===== src/rtl/lcd_frame_streamer.sv =====
// lcd_frame_streamer
// Walks every pixel of one frame in raster order on a start pulse. For each
// coordinate it presents x/y to a combinational renderer, captures the
// returned colour, and streams a RAM-write command byte followed by two
// bytes per pixel (high byte first) to the LCD bus writer.
//
// Ports:
//   clock, reset       - system clock, synchronous active-high reset
//   start              - frame request pulse, honoured only in IDLE
//   cube_state_in      - live cube state; snapshotted when a frame starts
//   cube_state_out     - frame snapshot held for the renderer
//   x, y               - current pixel coordinate to the renderer
//   pixel              - renderer colour for (x, y), same cycle
//   byte_data/byte_dc  - outgoing byte; dc=0 command, dc=1 pixel data
//   byte_valid/ready   - byte handshake
//   busy               - high whenever not IDLE
//   frame_done         - one-cycle pulse after the last byte transfers
//   state_dbg          - current FSM state
//
// Handshake: a byte transfers on a rising edge where byte_valid && byte_ready.
// Once byte_valid is raised, byte_valid, byte_data and byte_dc hold until that
// transfer happens (only reset can withdraw them).

module lcd_frame_streamer #(
  parameter int          H_RES     = 320,
  parameter int          V_RES     = 240,
  parameter logic [7:0]  CMD_RAMWR = 8'h2C
) (
  input  logic           clock,
  input  logic           reset,
  input  logic           start,
  input  logic [143:0]   cube_state_in,
  output logic [143:0]   cube_state_out,
  output logic [8:0]     x,
  output logic [7:0]     y,
  input  logic [15:0]    pixel,
  output logic [7:0]     byte_data,
  output logic           byte_dc,
  output logic           byte_valid,
  input  logic           byte_ready,
  output logic           busy,
  output logic           frame_done,
  output logic [2:0]     state_dbg
);

  localparam logic [2:0] ST_IDLE  = 3'd0;
  localparam logic [2:0] ST_CMD   = 3'd1;
  localparam logic [2:0] ST_FETCH = 3'd2;
  localparam logic [2:0] ST_HI    = 3'd3;
  localparam logic [2:0] ST_LO    = 3'd4;
  localparam logic [2:0] ST_DONE  = 3'd5;

  localparam logic [8:0] X_LAST = 9'(H_RES - 1);
  localparam logic [7:0] Y_LAST = 8'(V_RES - 1);

  logic [2:0]   state_q, state_d;
  logic [8:0]   x_q, x_d;
  logic [7:0]   y_q, y_d;
  logic [143:0] cube_q, cube_d;
  logic [15:0]  pix_q, pix_d;

  always_ff @(posedge clock) begin
    if (reset) begin
      state_q <= ST_IDLE;
      x_q     <= '0;
      y_q     <= '0;
      cube_q  <= '0;
      pix_q   <= '0;
    end else begin
      state_q <= state_d;
      x_q     <= x_d;
      y_q     <= y_d;
      cube_q  <= cube_d;
      pix_q   <= pix_d;
    end
  end

  always_comb begin
    state_d = state_q;
    x_d     = x_q;
    y_d     = y_q;
    cube_d  = cube_q;
    pix_d   = pix_q;
    case (state_q)
      ST_IDLE: begin
        if (start) begin
          cube_d  = cube_state_in;
          x_d     = '0;
          y_d     = '0;
          state_d = ST_CMD;
        end
      end
      ST_CMD: begin
        if (byte_ready) state_d = ST_FETCH;
      end
      ST_FETCH: begin
        // Colour is frozen here so later renderer changes cannot alter the bytes.
        pix_d   = pixel;
        state_d = ST_HI;
      end
      ST_HI: begin
        if (byte_ready) state_d = ST_LO;
      end
      ST_LO: begin
        if (byte_ready) begin
          if (x_q == X_LAST && y_q == Y_LAST) begin
            state_d = ST_DONE;
          end else if (x_q == X_LAST) begin
            x_d     = '0;
            y_d     = y_q + 8'd1;
            state_d = ST_FETCH;
          end else begin
            x_d     = x_q + 9'd1;
            state_d = ST_FETCH;
          end
        end
      end
      ST_DONE: begin
        state_d = ST_IDLE;
      end
      default: begin
        state_d = ST_IDLE;
      end
    endcase
  end

  // Byte outputs decode from registered state and the captured colour only,
  // so they are naturally stable while a transfer is stalled.
  always_comb begin
    byte_valid = 1'b0;
    byte_dc    = 1'b0;
    byte_data  = 8'h00;
    case (state_q)
      ST_CMD: begin
        byte_valid = 1'b1;
        byte_data  = CMD_RAMWR;
      end
      ST_HI: begin
        byte_valid = 1'b1;
        byte_dc    = 1'b1;
        byte_data  = pix_q[15:8];
      end
      ST_LO: begin
        byte_valid = 1'b1;
        byte_dc    = 1'b1;
        byte_data  = pix_q[7:0];
      end
      default: begin
        byte_valid = 1'b0;
      end
    endcase
  end

  assign busy           = (state_q != ST_IDLE);
  assign frame_done     = (state_q == ST_DONE);
  assign x              = x_q;
  assign y              = y_q;
  assign cube_state_out = cube_q;
  assign state_dbg      = state_q;

endmodule


===== config.mk =====
export PLATFORM = sky130hd
export DESIGN_NAME = lcd_frame_streamer
export DESIGN_NICKNAME = d
export VERILOG_FILES = /design/src/rtl/lcd_frame_streamer.sv
export SDC_FILE = /design/constraint.sdc
export NUM_CORES = 1
export LEC_CHECK = 0
export BUFFER_PORTS_ARGS = -buffer_cell sky130_fd_sc_hd__buf_2
export CORE_MARGIN = 2
export CORE_UTILIZATION = 41
export CTS_BUF_LIST = sky130_fd_sc_hd__clkbuf_4 sky130_fd_sc_hd__clkbuf_8 sky130_fd_sc_hd__clkbuf_16
export DETAILED_ROUTE_END_ITERATION = 6
export GPL_ROUTABILITY_DRIVEN = 0
export PLACE_DENSITY = 0.79
export SKIP_CTS_REPAIR_TIMING = 1
export SLEW_MARGIN = 20
export SYNTH_ARGS = -nofsm -noshare
export SYNTH_HDL_FRONTEND = slang
export SYNTH_SLANG_ARGS = --single-unit

===== constraint.sdc =====
create_clock -name clock -period 1.5 [get_ports clock]
set_input_delay 0.3 -clock clock [delete_from_list [all_inputs] [get_ports clock]]
set_output_delay 0.3 -clock clock [all_outputs]
set_load 0.005 [all_outputs]

=== Word-level counts from Yosys, hierarchy flattened ===
Index checks and enable logic that the tools add are counted.

* $add $sub $neg: 2
* Equality and inequality tests: 13
* Mux-type cells: 19
* Reduce and logical (&&, ||, !) cells: 10

{| class="wikitable"
|+ Operators by type and width
! operator !! count
|-
| 2-to-1 mux 9 bit || 4
|-
| 2-to-1 mux 8 bit || 4
|-
| case mux 8 bit (3 select lines) || 1
|-
| case mux 9 bit (2 select lines) || 1
|-
| case mux 8 bit (2 select lines) || 1
|-
| 2-to-1 mux 3 bit || 5
|-
| case mux 3 bit (5 select lines) || 1
|-
| != test 2 bit, second input constant || 6
|-
| adder 9 x 1 -> 9 bit, second input constant || 1
|-
| == test 9 bit, second input constant || 1
|-
| adder 8 x 1 -> 8 bit, second input constant || 1
|-
| == test 8 bit, second input constant || 1
|-
| AND reduction 4 bit || 2
|-
| == test 3 x 2 -> 1 bit, second input constant || 2
|-
| == test 3 bit, second input constant || 2
|-
| AND reduction 5 bit || 1
|-
| == test 3 x 1 -> 1 bit, second input constant || 1
|-
| zero test 3 bit || 1
|-
| nonzero test 3 bit || 1
|-
| OR reduction 3 bit || 1
|-
| 2-to-1 mux 1 bit || 2
|-
| AND reduction 2 bit || 1
|-
| nonzero test 2 bit || 1
|-
| OR reduction 2 bit || 1
|-
| logical AND 1 bit || 1
|}

* Register bits: 180
* Bits of input ports: 164
* Output and inout bits: 176
* Logic and storage cells: 49

=== Longest topological paths before layout ===
Gate-level depths: netlist of run 1.

* Depth in word-level cells: 5
* Mapped depth: 7
* Gate-level depth less buffers: 5

=== Worst setup path before layout of run 1 ===
No wires, ideal clock.

* Path type: register to register
* Start point: register x_q[0], in the netlist x[0]
* End point: register x_q[5], in the netlist x[5]
* Library setup time: 0.116 ns
* Arrival: 1.532 ns
* Required time: 1.384 ns
* Slack: -0.148 ns
* Cell stages (with the launch flop): 6
* Buffers on the path: 0
* Clock period less this slack: 1.648 ns
* Path through: dfxtp_1 -> ha_1 -> nand4bb_1 -> nor4_4 -> a211oi_1 -> o211a_1

* Cells in the longest elaborated chain, start to end: 5
* Elaborated cells on any way between the ends: 9
* Classes of those cells: 1 x add/sub; 2 x eq/ne; 4 x mux; 2 x reduce/logical

{| class="wikitable"
|+ Ends and longest elaborated chain
! item !! RTL line !! source
|-
| start: declaration || 57 || <nowiki>logic [8:0] x_q, x_d;</nowiki>
|-
| start signal: assignment || 65 || <nowiki>x_q <= '0;</nowiki>
|-
| start signal: assignment || 71 || <nowiki>x_q <= x_d;</nowiki>
|-
| adder 9 x 1 -> 9 bit or == test 9 bit (tied branches) || 113, 106, 108 ||
|-
| 2-to-1 mux 9 bit || 108 || <nowiki>end else if (x_q == X_LAST) begin</nowiki>
|-
| 2-to-1 mux 9 bit || 106 || <nowiki>if (x_q == X_LAST && y_q == Y_LAST) begin</nowiki>
|-
| 2-to-1 mux 9 bit || 105 || <nowiki>if (byte_ready) begin</nowiki>
|-
| case mux 9 bit (2 select lines) || 84 || <nowiki>case (state_q)</nowiki>
|}

Several ways; a longest one is shown, not always the timed one. The select of a mux whose other input is x is not followed.
A chain may end at the register's enable or synchronous reset.

=== Final worst setup path of run 1 ===
* Start point: register state_q[0], in the netlist state_dbg[0]
* End point: output port byte_dc

* Cells in the longest elaborated chain, start to end: 3
* Elaborated cells on any way between the ends: 4
* Classes of those cells: 2 x eq/ne; 1 x mux; 1 x reduce/logical

{| class="wikitable"
|+ Ends and longest elaborated chain
! item !! RTL line !! source
|-
| start: declaration || 56 || <nowiki>logic [2:0] state_q, state_d;</nowiki>
|-
| start signal: assignment || 70 || <nowiki>state_q <= state_d;</nowiki>
|-
| == test 3 bit or == test 3 x 2 -> 1 bit (tied branches) || 133 || <nowiki>case (state_q)</nowiki>
|-
| OR reduction 2 bit (no source line) * || n/a ||
|-
| 2-to-1 mux 1 bit * || 133 ||
|-
| end: declaration || 38 || <nowiki>output logic byte_dc,</nowiki>
|}

Every way passes the cells marked *; elsewhere a longest branch is shown, timed or not.

==> results of run 1 <==
-- critical path, delay by kind of cell (launching register included) --
family                 cells  cell delay, ns
flip-flops                 1            0.36
AND/OR/NAND/NOR            3            0.56
buffers and inverters      2            0.25
-- metal layers --
| layer | vias to the layer above | track usage (%) | part of all wire (%) |
|---|---|---|---|
| met3 | 70 | 6.431 | 7.8 |
| met5 | - | 0 | 0 |
| met1 | 3798 | 25.31 | 36 |
| met4 | 0 | 8.038 | 3.6 |
| met2 | 380 | 39.58 | 53 |
| li1 | 3703 | - | - |
-- power by group through the flow --
stage	clock, mW	combinational (mW)	sequential (mW)
floorplan	0	0.709	5.34
global placement	0	1.57	5.31
detailed placement	0	1.60	5.32
CTS	4.68	1.60	5.21
global route	4.81	2.63	5.25
finish	4.61	2.49	5.23
-- cell type report --
cell class	instances	area share, %
inverter	10	0.3378
multi-input combinational	611	35.34
timing repair buffer	454	26.28
clock buffer	18	3.706
tap	220	2.323
sequential	180	30.64
clock inverter	14	1.383
-- worst max path at each step --
stage,slack (ns),from,end
CTS,-0.54,state_dbg[1]$_SDFFE_PP0P_,byte_dc
finish,-0.40,state_dbg[0]$_SDFFE_PP0P_,byte_dc
global route,-0.46,state_dbg[0]$_SDFFE_PP0P_,byte_data[6]
global placement,-0.07,state_dbg[1]$_SDFFE_PP0P_,cube_state_out[68]$_SDFFE_PP0P_
floorplan,-0.04,y[4]$_SDFFE_PP0P_,x[5]$_SDFFE_PP0P_
detailed placement,-0.15,state_dbg[0]$_SDFFE_PP0P_,y[3]$_SDFFE_PP0P_
-- synthesized netlist by cell type, drive strengths merged, types with 3 or more instances --
cell,number
a211oi,5
a21oi,166
a22o,8
a31oi,3
and2,3
buf,29
clkbuf,35
dfxtp,180
inv,10
mux2i,3
nand2,331
nand2b,7
nand3,5
nand4,4
nor2,8
nor3,5
nor4,3
o21ai,9
o311ai,4
o31ai,3
or3,7
or4,3
-- registers in the layout (all words and copies together) (netlist names) --
register,count
state_dbg,3
x,9
y,8
pix_q,16
cube_state_out,144
-- cell families (layout without fill, tap and decap cells) --
kind of cell    Yosys count  in the layout  synth area share, %
compound gates          213            213                17.52
xor+xnor                  1              1               0.1278
fa+ha+maj                 2              2               0.3649
flops                   180            180                52.55
mux                       4              4               0.6022
simple gates            391            391                24.09
buf+inv                  74            496                4.745
-- metrics by stage --
| step | setup slack (ns) | hold WS, ns |
|---|---|---|
| 2_1_floorplan | -0.03584 | 0.4312 |
| 3_3_place_gp | -0.07247 | 0.4381 |
| 3_5_place_dp | -0.1545 | 0.4429 |
| 4_1_cts | -0.5394 | 0.08458 |
| 5_1_grt | -0.4637 | 0.09565 |
| 6_report | -0.3953 | 0.09815 |
==> run summary, run 1 <==
outcome -> finished, violations left
failing checks -> setup timing
critical path endpoint category -> output pin
slew margin rel. -> 61.26%
io pins -> 340
Cells after DPL -> 1434
Distinct cells, synth -> 57
Post-synth EDFFs -> 0
area grow syn2layout -> 72.85%
dominant cell type by area after synthesis -> dfxtp_1
Seq. cell area -> 3631 µm²
Design Area, Final -> 11850 µm²
critical path's slowest cell -> dfxtp_4
Initial DRC Count -> 394
WL/cell -> 17.61 µm
setup_tns -> -18.86 ns
min-delay src -> cube_state_in[134]
Row Count -> 47
share of the synthesized area in the top cell type -> 52.55%
Critical Path RT -> 1.20 ns
CP Launch Type -> flop
most common cell after layout, fill and taps aside -> buf_2
slowest stage delay, CP -> 0.36 ns
Avg Cell Area, Syn -> 7.927 µm²
Reg2Reg Setup Slack -> -0.27 ns
CTS Buf Count -> 17
root buf cell -> clkbuf_16
crit path DAT -> 1.60 ns
worst reg-to-reg path cell count -> 7
# fillers -> 1111
first-pass GRT wire length -> 32220 µm
clock latency on the worst-skew pair -> 0.43 ns
switching part of the total -> 28.72%
CP max FO -> 7
clock network fraction of total power -> 37.4%
crit-path cells -> nor2b_4 > and2_4 > buf_12 > or2_2 > buf_2
ratio of final minimum period to clock period -> 126.4%
Ys Warns -> 0
First-pass DRT Iterations -> 5
Clk pin slew, worst setup/hold paths -> 0.07 ns
Pwr Total -> 12.32 mW
Worst Max-Slew Pin Slew -> 0.5811 ns
RSZ-0062 raised after global routing -> true
vias in the first global route -> 6849
Syn Std Cell Area -> 6857 µm²
Post-Layout Cell Count -> 1507
worst-case vdd ir drop -> 0.7365 mV
launch point of the worst reg-to-reg path -> state_dbg[0]$_SDFFE_PP0P_
diodes inserted -> 0
Fin Clk Skew -> 0.009361 ns
Finished Core Util -> 71.98%
hold endpoint -> cube_state_out[134]$_SDFFE_PP0P_
Max Cap Viol -> 0
hold crit path type -> input port to flop
combinational fraction of design power -> 20.2%
via count -> 7951
CTS sink cnt -> 180
max frequency -> 0.5276 GHz
grt total ovfl -> 0
Multi-input gate area -> 4188 µm²
Port Buffers -> 339
Routed Antenna Nets -> 0
initial core utilization -> 41.64%
hold depth -> 3
die width -> 133.3 µm
P_leak -> 5.495 nW
Seq/Total Area, Yosys -> 52.55%
Mapped Cells -> 865
post-route worst setup slack -> -0.3953 ns
register share of total power -> 42.4%
die area -> 17770 µm²
pwr/cell area -> 1039 nW/µm²
initial antenna violation count -> 0
drt total wl -> 26540 µm
drt via density -> 5.276
Hold Violations, Final -> 0
final setup vio count -> 172
Chip Height -> 133.3 µm
largest net degree at the start of global routing -> 87
register bit total from synthesis -> 180
terminus of the critical flop-to-flop path -> y[5]$_SDFFE_PP0P_
share of cells above drive strength 1 -> 58.35%
CTS tree -> built
placed inst area -> 9346 µm²
Post-Syn Nets -> 1031
deepest clock path buffer count -> 2
most frequent cells in the layout -> buf_2, nand2_1, dfxtp_1
# DRC -> 0
Main synth FF type -> dfxtp_1
ys async rst share -> 0%
core area -> 16470 µm²
max-slew violations -> 0
kind of critical path -> flop to output pin
leading post-synthesis cells by cell area -> dfxtp_1, nand2_1, a21oi_1
Pint -> 8.781 mW
Total GRT Usage -> 22.22%
final layout net count -> 1440
hpwl dp -> 15160 µm
sw power -> 3.538 mW
Max H-tree Level -> 4
fin crit period -> 1.895 ns
Note: power is estimated with default switching activity, not from simulation.
==> inputs of run 2 (changes only) <==
--- a/config.mk
+++ b/config.mk
@@ -6,6 +6,7 @@
 export NUM_CORES = 1
 export LEC_CHECK = 0
 export BUFFER_PORTS_ARGS = -buffer_cell sky130_fd_sc_hd__buf_2
+export CORE_ASPECT_RATIO = 0.7
 export CORE_MARGIN = 2
 export CORE_UTILIZATION = 41
 export CTS_BUF_LIST = sky130_fd_sc_hd__clkbuf_4 sky130_fd_sc_hd__clkbuf_8 sky130_fd_sc_hd__clkbuf_16
==> run summary, run 2 (synthesis gave the netlist of run 1 again) <==
hold depth -> 3
Clk pin slew, worst setup/hold paths -> 0.08 ns
Most Used Layer, Global Route -> met2
clock latency on the worst-skew pair -> 0.43 ns
most common cell after layout, fill and taps aside -> buf_2
final setup vio count -> 164
Max Cap Viol -> 0
hold endpoint -> cube_state_out[134]$_SDFFE_PP0P_
drt total wl -> 21560 µm
Initial DRC Count -> 494
min-delay src -> cube_state_in[134]
diodes inserted -> 0
max frequency -> 0.5510 GHz
deepest clock path buffer count -> 2
kind of critical path -> flop to output pin
max-slew violations -> 0
worst-case vdd ir drop -> 0.8498 mV
CP max FO -> 7
crit-path cells -> buf_6 > nor2b_4 > and2_4 > or2_2 > buf_2
CTS sink cnt -> 180
via count -> 7314
drt via density -> 4.935
max reg flops -> 144
Routed Antenna Nets -> 0
fin crit period -> 1.815 ns
vias in the first global route -> 6557
Worst Max-Slew Pin Slew -> 0.4292 ns
most frequent cells in the layout -> buf_2, nand2_1, dfxtp_1
Fin Clk Skew -> 0.009442 ns
Reg2Reg Setup Slack -> -0.19 ns
setup_tns -> -14.27 ns
critical path endpoint category -> output pin
Total GRT Usage -> 22.32%
area grow syn2layout -> 48.63%
First-pass DRT Iterations -> 7
first-pass GRT wire length -> 31860 µm
share of cells above drive strength 1 -> 40.18%
io pins -> 340
crit path DAT -> 1.51 ns
root buf cell -> clkbuf_16
Hold Slack -> 0.1022 ns
RSZ-0062 raised after global routing -> true
slowest stage delay, CP -> 0.38 ns
failing checks -> setup timing
# DRC -> 0
worst reg-to-reg path cell count -> 5
launch point of the worst reg-to-reg path -> x[0]$_SDFFE_PP0P_
CP Launch Type -> flop
outcome -> finished, violations left
grt total ovfl -> 0
largest net degree at the start of global routing -> 92
pwr/cell area -> 1093 nW/µm²
initial antenna violation count -> 0
family with the most delay on the worst path -> simple AND/OR/NAND/NOR gates
WL/cell -> 14.55 µm
met2 GRT Util -> 37.03%
critical path's slowest cell -> dfxtp_4
initial core utilization -> 41.94%
grt met3 use -> 6.795%
core area -> 16350 µm²
terminus of the critical flop-to-flop path -> y[7]$_SDFFE_PP0P_
crit path buf inv count -> 2
CTS Buf Count -> 17
post-route worst setup slack -> -0.3149 ns
Chip Height -> 112.2 µm
hold crit path type -> input port to flop
Max H-tree Level -> 4
GR Util met1 -> 27.63%
hpwl dp -> 15230 µm
Hold Violations, Final -> 0
die width -> 158.6 µm
CTS tree -> built
die area -> 17790 µm²
Pwr Total -> 11.14 mW
Row Count -> 39
P_leak -> 4.694 nW
ratio of final minimum period to clock period -> 121.0%
Port Buffers -> 339
Finished Core Util -> 62.34%
final layout net count -> 1410
Critical Path RT -> 1.20 ns
slew margin rel. -> 71.38%
==> run 2: cell types whose count changed in the layout (fill, tap and decap cells not counted), sizes merged <==
cell      previous run  this run
buf                443       424
clkbuf              29        18
clkinv               1         6
clkinvlp             4         0
bufinv               2         0
inv                 17        18
==> run 2: final cells by class <==
type | instances | area (µm²)
Clock inverter | 14 | 133.9
Clock buffer | 18 | 439.2
Tap cell | 225 | 281.5
Fill cell | 1416 | 6156
Inverter | 10 | 37.54
Timing Repair Buffer | 424 | 2535
Sequential cell | 180 | 3623
Multi-Input combinational cell | 611 | 3141
==> run 2: tightest hold or removal path, delay by kind of cell <==
family          cells  cell delay, ns
compound gates      1            0.05
simple gates        1            0.04
buf+inv             1            0.09
==> run 2: report_power, final <==
part | switching [mW] | internal (mW)
clock | 2.04 | 2.25
sequential | 0.144 | 5.06
combinational | 0.871 | 0.770
total | 3.06 | 8.08
==> run 2: through the flow <==
stage          cell area [µm²]  cells  setup WS, ns
3_3_place_gp              9299   1438      -0.08536
4_1_cts                   9872   1470       -0.5518
3_5_place_dp              9299   1438       -0.1544
2_1_floorplan             6922    865      -0.03584
6_report                 10190   1482       -0.3149
5_1_grt                  10190   1482       -0.3749
==> run 2: how the worst max path moves through the flow <==
| stage | from | endpoint | cells past startpoint |
|---|---|---|---|
| after detailed placement | state_dbg[0]$_SDFFE_PP0P_ | pix_q[6]$_SDFFE_PP0P_ | 6 |
| after global routing | state_dbg[2]$_SDFFE_PP0P_ | byte_data[5] | 4 |
| after CTS | state_dbg[0]$_SDFFE_PP0P_ | byte_data[6] | 4 |
| after global placement | start | y[3]$_SDFFE_PP0P_ | 6 |
| final | state_dbg[2]$_SDFFE_PP0P_ | byte_dc | 5 |
| after floorplan | y[4]$_SDFFE_PP0P_ | x[5]$_SDFFE_PP0P_ | 4 |
==> run 2: routing by layer <==
| metal | vias up | part of all wire [%] | wire length [µm] |
|---|---|---|---|
| met5 | - | 0 | 0 |
| met4 | 0 | 2.0 | 435 |
| met3 | 39 | 7.6 | 1636 |
| met2 | 279 | 48 | 10450 |
| met1 | 3350 | 42 | 9036 |
| li1 | 3646 | - | - |
